===== config.mk =====
export PLATFORM = sky130hd
export DESIGN_NAME = ptos_tx_scheduler
export DESIGN_NICKNAME = d
export VERILOG_FILES = /design/src/rtl/ptos_tx_scheduler.sv
export SDC_FILE = /design/constraint.sdc
export NUM_CORES = 1
export LEC_CHECK = 0
export ABC_AREA = 1
export ABC_CLOCK_PERIOD_IN_PS = 1600
export CAP_MARGIN = 20
export CORE_MARGIN = 3
export CORE_UTILIZATION = 40
export CTS_CLUSTER_SIZE = 8
export DETAILED_ROUTE_END_ITERATION = 6
export PLACE_DENSITY = 0.72
export SKIP_CTS_REPAIR_TIMING = 1
export SYNTH_ARGS = -nofsm -noshare
export SYNTH_HDL_FRONTEND = slang
export SYNTH_SLANG_ARGS = --single-unit
export TNS_END_PERCENT = 50

===== constraint.sdc =====
create_clock -name clk -period 1.6 [get_ports clk]
set_clock_uncertainty 0.05 [all_clocks]
set_input_delay 0.16 -clock clk [delete_from_list [all_inputs] [get_ports clk]]
set_output_delay 0.16 -clock clk [all_outputs]
set_load 0.05 [all_outputs]

===== src/rtl/ptos_tx_scheduler.sv =====
// Round-robin scheduler sharing one byte serializer among NREQ requesters; alignment COMs after reset, GAP_LEN COMs after every burst.
// Latency: req_valid to first data byte is 2 clocks (arb + transfer); backpressure: req_ready only to the owner while in BURST, a dropped valid ends the burst.
module ptos_tx_scheduler #(
    parameter int          NREQ       = 4,
    parameter int          MAX_BURST  = 8,
    parameter int          SYNC_COUNT = 4,
    parameter int          GAP_LEN    = 1,
    parameter logic [7:0]  COM        = 8'hBC
) (
    input  logic                clk,
    input  logic                reset,
    input  logic [NREQ-1:0]     req_valid,
    input  logic [8*NREQ-1:0]   req_data,
    input  logic [NREQ-1:0]     req_last,
    output logic [NREQ-1:0]     req_ready,
    output logic [NREQ-1:0]     grant,
    output logic [7:0]          out_data,
    output logic                out_valid,
    output logic                sync_done,
    output logic                busy
);

    localparam int PTR_W   = (NREQ > 1) ? $clog2(NREQ) : 1;
    localparam int MAX_BG  = (MAX_BURST > GAP_LEN) ? MAX_BURST : GAP_LEN;
    localparam int CNT_LIM = (SYNC_COUNT > MAX_BG) ? SYNC_COUNT : MAX_BG;
    localparam int CNT_W   = $clog2(CNT_LIM + 1);

    typedef enum logic [1:0] {
        ST_SYNC  = 2'd0,
        ST_ARB   = 2'd1,
        ST_BURST = 2'd2,
        ST_GAP   = 2'd3
    } state_t;

    state_t             state_q, state_d;
    logic [CNT_W-1:0]   cnt_q, cnt_d;
    logic [PTR_W-1:0]   ptr_q, ptr_d;
    logic [PTR_W-1:0]   idx_q, idx_d;
    logic [NREQ-1:0]    grant_q, grant_d;
    logic [7:0]         out_data_q, out_data_d;
    logic               out_valid_q, out_valid_d;
    logic               sync_done_q, sync_done_d;
    logic               busy_q, busy_d;

    logic               arb_hit;
    logic [PTR_W-1:0]   arb_idx;
    logic [PTR_W-1:0]   cand;
    logic               cur_valid;
    logic               cur_last;
    logic [7:0]         cur_data;
    logic [CNT_W-1:0]   cnt_inc;
    logic [PTR_W-1:0]   ptr_nxt;
    logic               end_burst;

    assign cur_valid = req_valid[idx_q];
    assign cur_last  = req_last[idx_q];
    assign cur_data  = req_data[{idx_q, 3'b000} +: 8];
    assign cnt_inc   = cnt_q + CNT_W'(1);
    assign ptr_nxt   = (idx_q == PTR_W'(NREQ - 1)) ? '0 : idx_q + PTR_W'(1);

    // Walk offsets from the far end down so the nearest requester at or after ptr wins.
    always_comb begin
        arb_hit = 1'b0;
        arb_idx = '0;
        cand    = '0;
        for (int j = NREQ - 1; j >= 0; j--) begin
            cand = PTR_W'((int'(ptr_q) + j) % NREQ);
            if (req_valid[cand]) begin
                arb_hit = 1'b1;
                arb_idx = cand;
            end
        end
    end

    always_comb begin
        state_d     = state_q;
        cnt_d       = cnt_q;
        ptr_d       = ptr_q;
        idx_d       = idx_q;
        grant_d     = grant_q;
        out_data_d  = COM;
        out_valid_d = 1'b0;
        sync_done_d = sync_done_q;
        end_burst   = 1'b0;
        case (state_q)
            ST_SYNC: begin
                if (cnt_q == CNT_W'(SYNC_COUNT - 1)) begin
                    sync_done_d = 1'b1;
                    state_d     = ST_ARB;
                    cnt_d       = '0;
                end else begin
                    cnt_d = cnt_inc;
                end
            end
            ST_ARB: begin
                if (arb_hit) begin
                    grant_d          = '0;
                    grant_d[arb_idx] = 1'b1;
                    idx_d            = arb_idx;
                    cnt_d            = '0;
                    state_d          = ST_BURST;
                end
            end
            ST_BURST: begin
                if (cur_valid) begin
                    out_data_d  = cur_data;
                    out_valid_d = 1'b1;
                    cnt_d       = cnt_inc;
                    end_burst   = cur_last || (cnt_inc == CNT_W'(MAX_BURST));
                end else begin
                    end_burst = 1'b1;
                end
                if (end_burst) begin
                    grant_d = '0;
                    ptr_d   = ptr_nxt;
                    cnt_d   = '0;
                    state_d = ST_GAP;
                end
            end
            ST_GAP: begin
                if (cnt_q == CNT_W'(GAP_LEN - 1)) begin
                    state_d = ST_ARB;
                    cnt_d   = '0;
                end else begin
                    cnt_d = cnt_inc;
                end
            end
            default: state_d = ST_SYNC;
        endcase
        busy_d = (state_d == ST_BURST) || (state_d == ST_GAP);
    end

    always_ff @(posedge clk) begin
        if (!reset) begin
            state_q     <= ST_SYNC;
            cnt_q       <= '0;
            ptr_q       <= '0;
            idx_q       <= '0;
            grant_q     <= '0;
            out_data_q  <= COM;
            out_valid_q <= 1'b0;
            sync_done_q <= 1'b0;
            busy_q      <= 1'b0;
        end else begin
            state_q     <= state_d;
            cnt_q       <= cnt_d;
            ptr_q       <= ptr_d;
            idx_q       <= idx_d;
            grant_q     <= grant_d;
            out_data_q  <= out_data_d;
            out_valid_q <= out_valid_d;
            sync_done_q <= sync_done_d;
            busy_q      <= busy_d;
        end
    end

    assign req_ready = grant_q & {NREQ{state_q == ST_BURST}};
    assign grant     = grant_q;
    assign out_data  = out_data_q;
    assign out_valid = out_valid_q;
    assign sync_done = sync_done_q;
    assign busy      = busy_q;

endmodule


## Word-level counts from Yosys, hierarchy flattened

Index checks and enable logic that the tools add are counted.

- Register bits after elaboration: 25
- Latch bits: 0
- Memory bits (writable): 0
- Bits in read-only memories: 0
- Bits of input ports: 42
- Output and inout bits: 19
- Word-level logic and storage cells: 87
- Memories kept: 0

- $add $sub $neg: 5
- Multipliers: 0
- Div/mod/pow operators: 0
- Magnitude comparators: 7
- Equal/unequal tests: 11
- Shift operators: 1
- Mux-type cells: 40
- Bitwise gates (word level): 1
- Reductions and logical operators: 13

Operators with widths:

| kind | number |
|---|---|
| $shiftx 32x6->8 | 1 |
| $mux 4 | 7 |
| $lt 2x3->1 const B | 6 |
| $mux 2 | 9 |
| $pmux 4 s4 | 1 |
| $mux 1 | 14 |
| $bmux 1 s2 | 6 |
| $eq 2x2->1 const B | 5 |
| $reduce_and 2->1 | 5 |
| $pmux 2 s4 | 1 |
| $pmux 4 s2 | 1 |
| $reduce_and 3->1 | 2 |
| $add 2x1->2 const B | 2 |
| $add 2x2->2 const B | 2 |
| $add 4x1->4 const B | 1 |
| $and 4x4->4 | 1 |
| $eq 4x2->1 const B | 1 |
| $eq 4x4->1 const B | 1 |
| $logic_not 4->1 | 1 |
| $ne 2x2->1 const B | 2 |
| $ne 3x3->1 const B | 1 |
| $demux 1 s2 | 1 |
| $eq 2x1->1 const B | 1 |
| $ge 2x1->1 const B | 1 |
| 4 further kinds | 5 |

## Longest topological paths before layout

Gate-level depths: netlist of the first run.

- Depth after elaboration: 13
- Gate-level depth with buffers: 13
- Mapped depth without buffers: 13

## Worst setup path before layout of the first run

Ideal clock, no wire load.

- Path type: flip-flop to output port
- Start: register grant_q[2] (netlist: grant[2])
- End: output port req_ready[2]
- Data arrival time: 1397 ps
- Required time: 1390 ps
- Path slack: -7 ps
- Cell stages (with the launch flop): 3
- Path buffers: 0
- Path through: dfxtp_1 -> inv_1 -> nor2_1

- Longest elaborated chain between the ends: 1

Ends and longest elaborated chain:

| element | RTL line | text |
|---|---|---|
| from (decl) | 39 | `logic [NREQ-1:0] grant_q, grant_d;` |
| from (signal assigned) | 149 | `grant_q <= grant_d;` |
| $and 4x4->4 | 157 | `assign req_ready = grant_q & {NREQ{state_q == ST_BURST}};` |
| to (decl) | 15 | `output logic [NREQ-1:0] req_ready,` |

No other way between the ends.

## Worst setup path in the final report of the first run

- Start: register ptr_q[0]
- End: register grant_q[2] (netlist: grant[2])

- Longest elaborated chain between the ends: 13
- Elaborated cells between the ends (all ways): 28
- Those cells by class: add/sub (3); order compare (2); eq/ne (1); mux (20); reduce/logical (2)

Ends and longest elaborated chain:

| element | RTL line | text |
|---|---|---|
| from (decl) | 37 | `logic [PTR_W-1:0] ptr_q, ptr_d;` |
| from (signal assigned) | 147 | `ptr_q <= ptr_d;` |
| $add 2x2->2 | 67 | `cand = PTR_W'((int'(ptr_q) + j) % NREQ);` |
| $bmux 1 s2 | 68 | `if (req_valid[cand]) begin` |
| $mux 1 (implied by the code) | 68 |  |
| $mux 2 (4 in a row) | 68 |  |
| $lt 2x3->1 (implied by the code) / $ge 2x1->1 (equally long branches) | 98 | `grant_d[arb_idx] = 1'b1;` |
| $logic_and 1x1->1 (implied by the code) | 98 |  |
| $mux 1 (implied by the code) | 98 |  |
| $demux 1 s2 | 98 |  |
| $mux 4 | 96 | `if (arb_hit) begin` |
| $pmux 4 s2 | 85 | `case (state_q)` |

Parallel ways exist; a longest one is shown, timed or not. The select of a mux whose other input is x is not followed.
A chain may end at the register's enable or synchronous reset.

==> metrics.md, run 1 <==
| Metric | Value |
|---|---|
| Status | `completed` |
| WL final | `4.20 mm` |
| CP required | `1.72 ns` |
| # H-tree levels | `1` |
| Vias in the first global route | `1608` |
| Sequential share of the synthesized area | `31.9%` |
| Layout Nets | `364` |
| Hold path depth | `2` |
| Post-layout util | `64.2%` |
| Vias per cell | `4.65` |
| Cells after DPL | `360` |
| Fraction of layout cells with a size suffix above 1 | `24.5%` |
| Final Non-Filler Cells | `366` |
| Design Area, Final | `0.00238 mm2` |
| Most frequent cells in the layout | `nand2_1, clkdlybuf4s50_1, nor2_1, buf_4, inv_1` |
| Die Ht | `68.7 um` |
| Fillers | `357` |
| Die area | `0.00471 mm2` |
| Synth area leaders | `dfxtp_1, nand2_1, nor2_1` |
| Worst slew pin tran | `0.254 ns` |
| Setup violations, final | `0` |
| Worst Path Arrival | `1.59 ns` |
| Synth Instances | `246` |
| Hold WC Path Type | `reg -> reg` |
| Clock sink count | `25` |
| Syn Nets | `291` |
| Clock latency on the worst-skew pair | `0.27 ns` |
| Register-to-Register Path Depth | `11` |
| Initial antenna violation count | `0` |
| Core area | `0.00372 mm2` |
| RSZ-0062 raised after global routing | `true` |
| PwrDens | `1180 mW/mm2` |
| Initial drt markers | `39` |
| TritonCTS clock tree | `built` |
| Flops & latches, synth | `25` |
| Fin. Hold Viols | `0` |
| Setup_tns | `0 ns` |
| Post-Syn Area | `0.00157 mm2` |
| Setup crit start kind | `register` |
| Max Cap Viol | `0` |
| GRT Overall Usage | `19.5%` |
| Final period util | `92.1%` |
| Port Buffer Count | `60` |
| Max clock buf depth | `2` |
| GP Congestion | `0.779` |
| Final Max Slew Viols | `0` |
| Final HPWL DP | `3.41 mm` |
| First-pass GRT wire length | `7.03 mm` |
| Dpl cell area | `0.00229 mm2` |
| Dominant cell type by area after synthesis | `dfxtp_1` |
| Top cell type's share of synthesized area | `31.9%` |
| Setup CP Type | `reg -> reg` |
| Root buffer cell | `clkbuf_8` |
| Slew HR | `83.0%` |
| Row cnt | `22` |
| Yosys warns | `0` |
| Final min period | `1.47 ns` |
| Yosys cell types | `27` |
| Max Fclk | `0.678 GHz` |
| Max VDD drop | `0.000756 V` |
| Top-Level Pins | `61` |
| Final ANT Viol Nets | `0` |
| Endpoint class of the critical path | `register` |
| Clk pin slew, worst setup/hold paths | `0.09 ns` |
| LEAKAGE | `1.10 nW` |
| Critical path fanouts, max | `7` |
| Initial Utilization | `42.3%` |
| TritonCTS Buffers | `3` |
| Mean Syn Cell Area | `6.38 um2` |
| Commonest non-fill, non-tap cell in the layout | `nand2_1` |
| Largest net degree at the start of global routing | `17` |
| Number of remaining DRC errors | `0` |
| Antenna diodes | `0` |
| Congestion Overflow GR | `0` |
| Drt pass-1 iters | `4` |
| Via count | `1702` |
| Wire length per cell | `11.5 um` |
| Die W | `68.7 um` |
| Growth of design area from synthesis to finish | `51.9%` |
==> cell families after synthesis <==
| logic type | Yosys count | share of synthesized area (%) |
|---|---|---|
| buf+inv | 45 | 12.2 |
| fa+ha+maj | 3 | 2.39 |
| flops | 25 | 31.9 |
| simple gates | 129 | 36.8 |
| compound gates | 44 | 16.7 |
==> cell type report <==
type                            instances  area [um2]  area share [%]
Inverter                               37         140            5.88
Sequential cell                        25         507            21.2
Multi-Input combinational cell        176         908            38.1
Clock buffer                            3        41.3            1.73
Clock inverter                          1        5.00           0.210
Timing Repair Buffer                   76         723            30.3
Tap cell                               48        60.1            2.52
==> worst max-delay path: stages, from the launching register on <==
cell and delay (ns):
dfxtp_4 0.38, buf_4 0.14, nand2_1 0.06, nand2_2 0.08, nor2_2 0.14, nand2_2 0.12
nand2_4 0.11, inv_2 0.05, nand2_1 0.08, nor2_1 0.04, nor2_1 0.08, nor2_1 0.04
==> power by group <==
part,internal (mW),total [mW],switching [mW]
logic,0.645,1.59,0.948
registers,0.741,0.834,0.0937
clock network,0.174,0.383,0.208
==> per-stage QoR <==
step                      power (mW)  setup WS, ns  hold WS, ns
after CTS                       2.77       -0.0137        0.441
after global routing            3.09       -0.0271        0.470
after detailed placement        2.39        -0.108        0.417
after global placement          2.36       -0.0952        0.406
final                           2.81         0.126        0.438
after floorplan                 1.94      -0.00697        0.298
==> path summary, 6_finish.rpt <==
check             endpoint  slack (ns)     start
hold / removal    cnt_q[3]        0.44  cnt_q[3]
hold reg to reg   cnt_q[3]        0.44  cnt_q[3]
setup / recovery  grant[2]        0.13  ptr_q[0]
setup reg to reg  grant[2]        0.13  ptr_q[0]
==> flip-flops by register name, summed over array words and instances (netlist names) <==
register,cells
cnt_q,4
out_valid,1
state_q,2
busy,1
sync_done,1
out_data,8
idx_q,2
ptr_q,2
grant,4
==> synth_stat cells <==
cell	instances
nand2_2	11
buf_2	2
nor2_2	1
a21oi_1	12
clkinv_2	1
and2_4	1
ha_1	3
o221ai_1	5
dfxtp_1	25
inv_2	6
nand2_4	1
inv_1	30
nor2_1	41
nand4_1	1
o21ai_0	20
nor3_1	1
clkbuf_1	3
buf_6	2
o21ai_1	3
buf_4	1
nand3_4	1
o21ai_2	2
nand3_1	15
o21a_1	1
nor2_4	2
nand2_1	54
o21bai_4	1
==> per-layer routing <==
layer  vias up  share of wire, %  track usage [%]
met5         -                 0                0
met4         0               1.0             5.21
met3         4               4.0             4.05
met2        34                50             34.3
met1       751                45             24.0
li1        913                 -                -
No activity file was read; power rests on OpenSTA's default activity.
==> run 2, diff against run 1 <==
--- a/config.mk
+++ b/config.mk
@@ -12,7 +12,7 @@
 export CORE_UTILIZATION = 40
 export CTS_CLUSTER_SIZE = 8
 export DETAILED_ROUTE_END_ITERATION = 6
-export PLACE_DENSITY = 0.72
+export PLACE_DENSITY = 0.81
 export SKIP_CTS_REPAIR_TIMING = 1
 export SYNTH_ARGS = -nofsm -noshare
 export SYNTH_HDL_FRONTEND = slang
==> run 2 against run 1 <==
Effect of this change:
- sequential power decreased by 0.6%
- die area unchanged
- global-route usage decreased by 1.6 points
- worst setup slack got worse by 0.0035 ns
==> metrics.md, run 2 (synthesis results as in run 1) <==
| Metric | Value |
|---|---|
| Port Buffer Count | `60` |
| Initial antenna violation count | `0` |
| Critical path's most frequent cell | `nand2_1` |
| Metal3 WL | `111 um` |
| Reg2Reg Capture Point | `grant[0]` |
| Worst Path Arrival | `1.64 ns` |
| Slew HR | `81.5%` |
| Number of remaining DRC errors | `0` |
| Wire length per cell | `11.4 um` |
| Fillers | `354` |
| Clk pin slew, worst setup/hold paths | `0.09 ns` |
| Max reg flops | `8` |
| Vias per cell | `4.72` |
| Top-Level Pins | `61` |
| WL final | `4.14 mm` |
| Die W | `68.7 um` |
| Clock sink count | `25` |
| Delay-heaviest family, CP | `simple AND/OR/NAND/NOR gates` |
| Final HPWL DP | `3.30 mm` |
| Worst slew pin tran | `0.277 ns` |
| Final period util | `92.3%` |
| Register-to-Register Path Depth | `12` |
| Die area | `0.00471 mm2` |
| Chain of cells forming the critical path | `inv_2 > nand2_1 > nand2_1 > nand2_2 > nand2_1 > inv_1 > nand2_1 > nand2_1 > nand2_1 > nor2_1 > nand2_1 > a21oi_1` |
| Crit-path slowest cell | `dfxtp_1` |
| Critical path fanouts, max | `5` |
| Commonest non-fill, non-tap cell in the layout | `nand2_1` |
| CP required | `1.76 ns` |
| LEAKAGE | `1.08 nW` |
| Most frequent cells in the layout | `nand2_1, clkdlybuf4s50_1, nor2_1, inv_1, buf_4` |
| Row cnt | `22` |
| Hold path depth | `1` |
| Setup violations, final | `0` |
| First-pass GRT wire length | `6.46 mm` |
| Vias in the first global route | `1521` |
| Core area | `0.00372 mm2` |
| Max Fclk | `0.677 GHz` |
| Clock latency on the worst-skew pair | `0.27 ns` |
| GRT Overall Usage | `18.0%` |
| RSZ-0062 raised after global routing | `true` |
| Met1 wire length | `1.84 mm` |
| Root buffer cell | `clkbuf_8` |
| Hold_sp | `sync_done` |
| Multi-input gate area | `893 um2` |
| Worst R2R Start | `ptr_q[1]` |
| Max Cap Viol | `0` |
| WHS Endpoint | `sync_done` |
| Fin. Hold Viols | `0` |
| Met2 WL post-DR | `2.17 mm` |
| Initial Utilization | `42.3%` |
| Internal power | `1.54 mW` |
| Status | `completed` |
| Endpoint class of the critical path | `register` |
| Fraction of layout cells with a size suffix above 1 | `22.2%` |
| Final Max Slew Viols | `0` |
| TritonCTS Buffers | `3` |
| Hold WC Path Type | `reg -> reg` |
| Buffers & Inverters on Critical Path | `2` |
| Setup crit start kind | `register` |
| Design Area, Final | `0.00235 mm2` |
| Via count | `1712` |
| Setup CP Type | `reg -> reg` |
| Part of the power in the clock network | `13.6%` |
| GP Congestion | `0.783` |
| Max clock buf depth | `2` |
| Largest net degree at the start of global routing | `21` |
| Sw Share | `44.8%` |
| Top sig layer | `met4` |
| Initial drt markers | `102` |
| Dpl cell area | `0.00226 mm2` |
| Antenna diodes | `0` |
| # H-tree levels | `1` |
| Comb pwr share | `56.7%` |
| Post-layout util | `63.2%` |
| Flop-to-flop setup slack | `0.12 ns` |
| Register share of total power | `29.8%` |
| Worst path max stage delay | `0.44 ns` |
| Register area | `505 um2` |
| Final min period | `1.48 ns` |
| Max VDD drop | `0.000887 V` |
| TritonCTS clock tree | `built` |
| Growth of design area from synthesis to finish | `49.6%` |
| PwrDens | `1190 mW/mm2` |
| NetSw | `1.25 mW` |
| Drt pass-1 iters | `5` |
| Final ANT Viol Nets | `0` |
| Layout Nets | `361` |
| Die Ht | `68.7 um` |
| Congestion Overflow GR | `0` |
-- run 2: changes by cell type in the layout (fill, tap and decap cells not counted), sizes merged --
cell	previous run	this run
buf	35	32
-- run 2: per-stage QoR --
stage               power (mW)  TNS (ns)  std cells  setup WS (ns)  hold WS, ns
CTS                       2.74   -0.0206        361        -0.0177        0.433
finish                    2.78         0        363          0.122        0.431
global placement          2.33    -0.537        357         -0.101        0.407
detailed placement        2.36    -0.724        357         -0.121        0.408
global route              3.01   -0.0846        363        -0.0333        0.454
floorplan                 1.94   -0.0141        246       -0.00697        0.298
-- run 2: area by class of cell --
type	count	share of cell area, %
tap	48	2.56
clock inverter	1	0.213
sequential	25	21.5
clock buffer	3	1.76
timing repair buffer	73	30.0
inverter	37	5.96
multi-input combinational	176	38.0
-- run 2: worst max path at each step --
stage          cells after the start         start           end  slack, ns
5_1_grt                           12      ptr_q[1]      grant[1]      -0.03
2_1_floorplan                      2      grant[2]  req_ready[2]     -0.007
4_1_cts                            5    state_q[1]  req_ready[2]      -0.02
3_3_place_gp                      10  req_valid[2]      idx_q[0]      -0.10
3_5_place_dp                      10  req_valid[2]      idx_q[0]      -0.12
6_report                          12      ptr_q[1]      grant[0]       0.12
-- run 2: power groups by stage --
stage               combinational [mW]  sequential, mW  clock (mW)
floorplan                        0.971           0.973           0
global placement                  1.50           0.835           0
detailed placement                1.52           0.840           0
CTS                               1.53           0.826       0.388
global route                      1.76           0.844       0.413
finish                            1.58           0.829       0.378
-- run 2: per-layer routing --
metal | GRT usage [%] | vias up
met5 | 0 | -
met4 | 2.98 | 0
met3 | 3.57 | 4
li1 | - | 913
met2 | 34.1 | 20
met1 | 20.8 | 775
==> run 3, diff against run 2 <==
--- a/config.mk
+++ b/config.mk
@@ -6,13 +6,13 @@
 export NUM_CORES = 1
 export LEC_CHECK = 0
 export ABC_AREA = 1
-export ABC_CLOCK_PERIOD_IN_PS = 1600
+export ABC_CLOCK_PERIOD_IN_PS = 1300
 export CAP_MARGIN = 20
 export CORE_MARGIN = 3
-export CORE_UTILIZATION = 40
+export CORE_UTILIZATION = 39
 export CTS_CLUSTER_SIZE = 8
 export DETAILED_ROUTE_END_ITERATION = 6
-export PLACE_DENSITY = 0.81
+export PLACE_DENSITY = 0.76
 export SKIP_CTS_REPAIR_TIMING = 1
 export SYNTH_ARGS = -nofsm -noshare
 export SYNTH_HDL_FRONTEND = slang
==> constraint.sdc (replaced) <==
create_clock -name clk -period 1.3 [get_ports clk]
set_clock_uncertainty 0.05 [all_clocks]
set_input_delay 0.13 -clock clk [delete_from_list [all_inputs] [get_ports clk]]
set_output_delay 0.13 -clock clk [all_outputs]
set_load 0.02 [all_outputs]
==> run 3 against run 2 <==
Effect of this change:
- the run now ends with negative setup slack left
- die area is 2.3% higher
- non-clock buffer count is 26 higher
- critical path depth is 3 lower
- register-to-register slack worse by 0.33 ns
- core utilization is 13 points higher
- clock power is 22% higher
- highest routed layer unchanged
- critical path type unchanged
- combinational power is 65% higher
==> metrics.md, run 3 (synthesis results as in run 1) <==
| Metric | Value |
|---|---|
| Final worst setup slack | `-0.207 ns` |
| Max VDD drop | `0.00103 V` |
| Setup_tns | `-2.52 ns` |
| Die W | `69.5 um` |
| Antenna diodes | `0` |
| Max Fclk | `0.664 GHz` |
| Clock sink count | `25` |
| Post-layout util | `76.4%` |
| Status | `complete, but fails checks` |
| Via count | `1899` |
| Register-to-Register Path Depth | `9` |
| Clk pin slew, worst setup/hold paths | `0.09 ns` |
| Levels on crit path | `9` |
| WHS | `0.423 ns` |
| Setup violations, final | `24` |
| Final min period | `1.51 ns` |
| Initial drt markers | `50` |
| Wire length per cell | `13.4 um` |
| Hold WC Path Type | `reg -> reg` |
| Setup CP Type | `reg -> reg` |
| First-pass GRT wire length | `7.90 mm` |
| Critical path fanouts, max | `6` |
| Hold path depth | `1` |
| Congestion Overflow GR | `0` |
| GRT Overall Usage | `19.4%` |
| Design Area, Final | `0.00288 mm2` |
| Vias in the first global route | `1784` |
| Final HPWL DP | `3.63 mm` |
| Dpl cell area | `0.00243 mm2` |
| Largest net degree at the start of global routing | `15` |
| Core area | `0.00377 mm2` |
| TritonCTS clock tree | `built` |
| Number of remaining DRC errors | `0` |
| Chain of cells forming the critical path | `buf_6 > o21ai_4 > buf_4 > nor2_4 > nand2_4 > nand2_8 > buf_4 > o21ai_1 > inv_1` |
| Fin. Hold Viols | `0` |
| Final ANT Viol Nets | `0` |
| RSZ-0062 raised after global routing | `true` |
| WL final | `5.22 mm` |
| Crit-path slowest cell | `dfxtp_4` |
| Failing checks | `negative setup slack` |
| Delay-heaviest family, CP | `buffers and inverters` |
| Buffers & Inverters on Critical Path | `4` |
| Layout Nets | `387` |
| Final Max Slew Viols | `0` |
| Die area | `0.00482 mm2` |
| Worst Path Arrival | `1.62 ns` |
| Top-Level Pins | `61` |
| Worst path max stage delay | `0.39 ns` |
| Initial Utilization | `41.6%` |
| Commonest non-fill, non-tap cell in the layout | `clkdlybuf4s50_1` |
| Root buffer cell | `clkbuf_8` |
| Final Non-Filler Cells | `389` |
| Most frequent cells in the layout | `clkdlybuf4s50_1, buf_4, nor2_1, nand2_1, inv_1` |
| Clock latency on the worst-skew pair | `0.27 ns` |
| Max clock buf depth | `2` |
| LEAKAGE | `1.46 nW` |
| PwrDens | `1440 mW/mm2` |
| Setup crit start kind | `register` |
| Fraction of layout cells with a size suffix above 1 | `38.4%` |
| Final period util | `116%` |
| # H-tree levels | `1` |
| Max reg flops | `8` |
| Max Cap Viol | `0` |
| Endpoint class of the critical path | `register` |
| Initial antenna violation count | `0` |
| Register area | `523 um2` |
| Cells after DPL | `375` |
| Multi-input gate area | `0.00115 mm2` |
| TritonCTS Buffers | `3` |
| Die Ht | `69.5 um` |
| GP Congestion | `0.820` |
| CP required | `1.42 ns` |
| Vias per cell | `4.88` |
| Critical path's most frequent cell | `buf_4` |
| Worst slew pin tran | `0.289 ns` |
| Port Buffer Count | `60` |
| Growth of design area from synthesis to finish | `83.6%` |
| Fillers | `279` |
| Slew HR | `80.7%` |
| Row cnt | `22` |
| Drt pass-1 iters | `4` |
[run 3: cell types whose count changed in the layout (fill, tap and decap cells not counted), sizes merged]
cell,change
clkdlybuf4s50,-2
buf,+11
dlymetal6s2s,+17
[run 3: stage by stage]
stage                     power [mW]  worst slack (ns)
final                           4.16            -0.207
after global routing            4.50            -0.276
after CTS                       3.50            -0.516
after detailed placement        3.03            -0.421
after global placement          2.99            -0.351
after floorplan                 2.33           -0.0219
[run 3: worst paths after layout]
kind / slack, ns / to / from
hold / removal: 0.42 / sync_done / sync_done
setup reg to reg: -0.21 / idx_q[0] / ptr_q[0]
setup / recovery: -0.21 / idx_q[0] / ptr_q[0]
hold reg to reg: 0.42 / sync_done / sync_done
[run 3: power by group]
part	switching, mW	leakage (nW)	internal [mW]
registers	0.166	0.208	0.936
clock network	0.247	0.0255	0.214
logic	1.42	1.23	1.18
[run 3: routing by layer]
metal	up-vias	GRT usage [%]	routed length, um
met1	883	23.4	2170
met3	14	4.35	183
li1	965	-	-
met4	0	5.86	117
met5	-	0	0
met2	37	34.0	2750
[run 3: area by class of cell]
| cell class | instances | area share (%) |
|---|---|---|
| well taps | 48 | 2.08 |
| inverters | 37 | 5.56 |
| repair buffers | 99 | 32.8 |
| flip-flops and latches | 25 | 18.1 |
| multi-input cells | 176 | 39.8 |
| clock inverters | 1 | 0.174 |
| clock buffers | 3 | 1.43 |
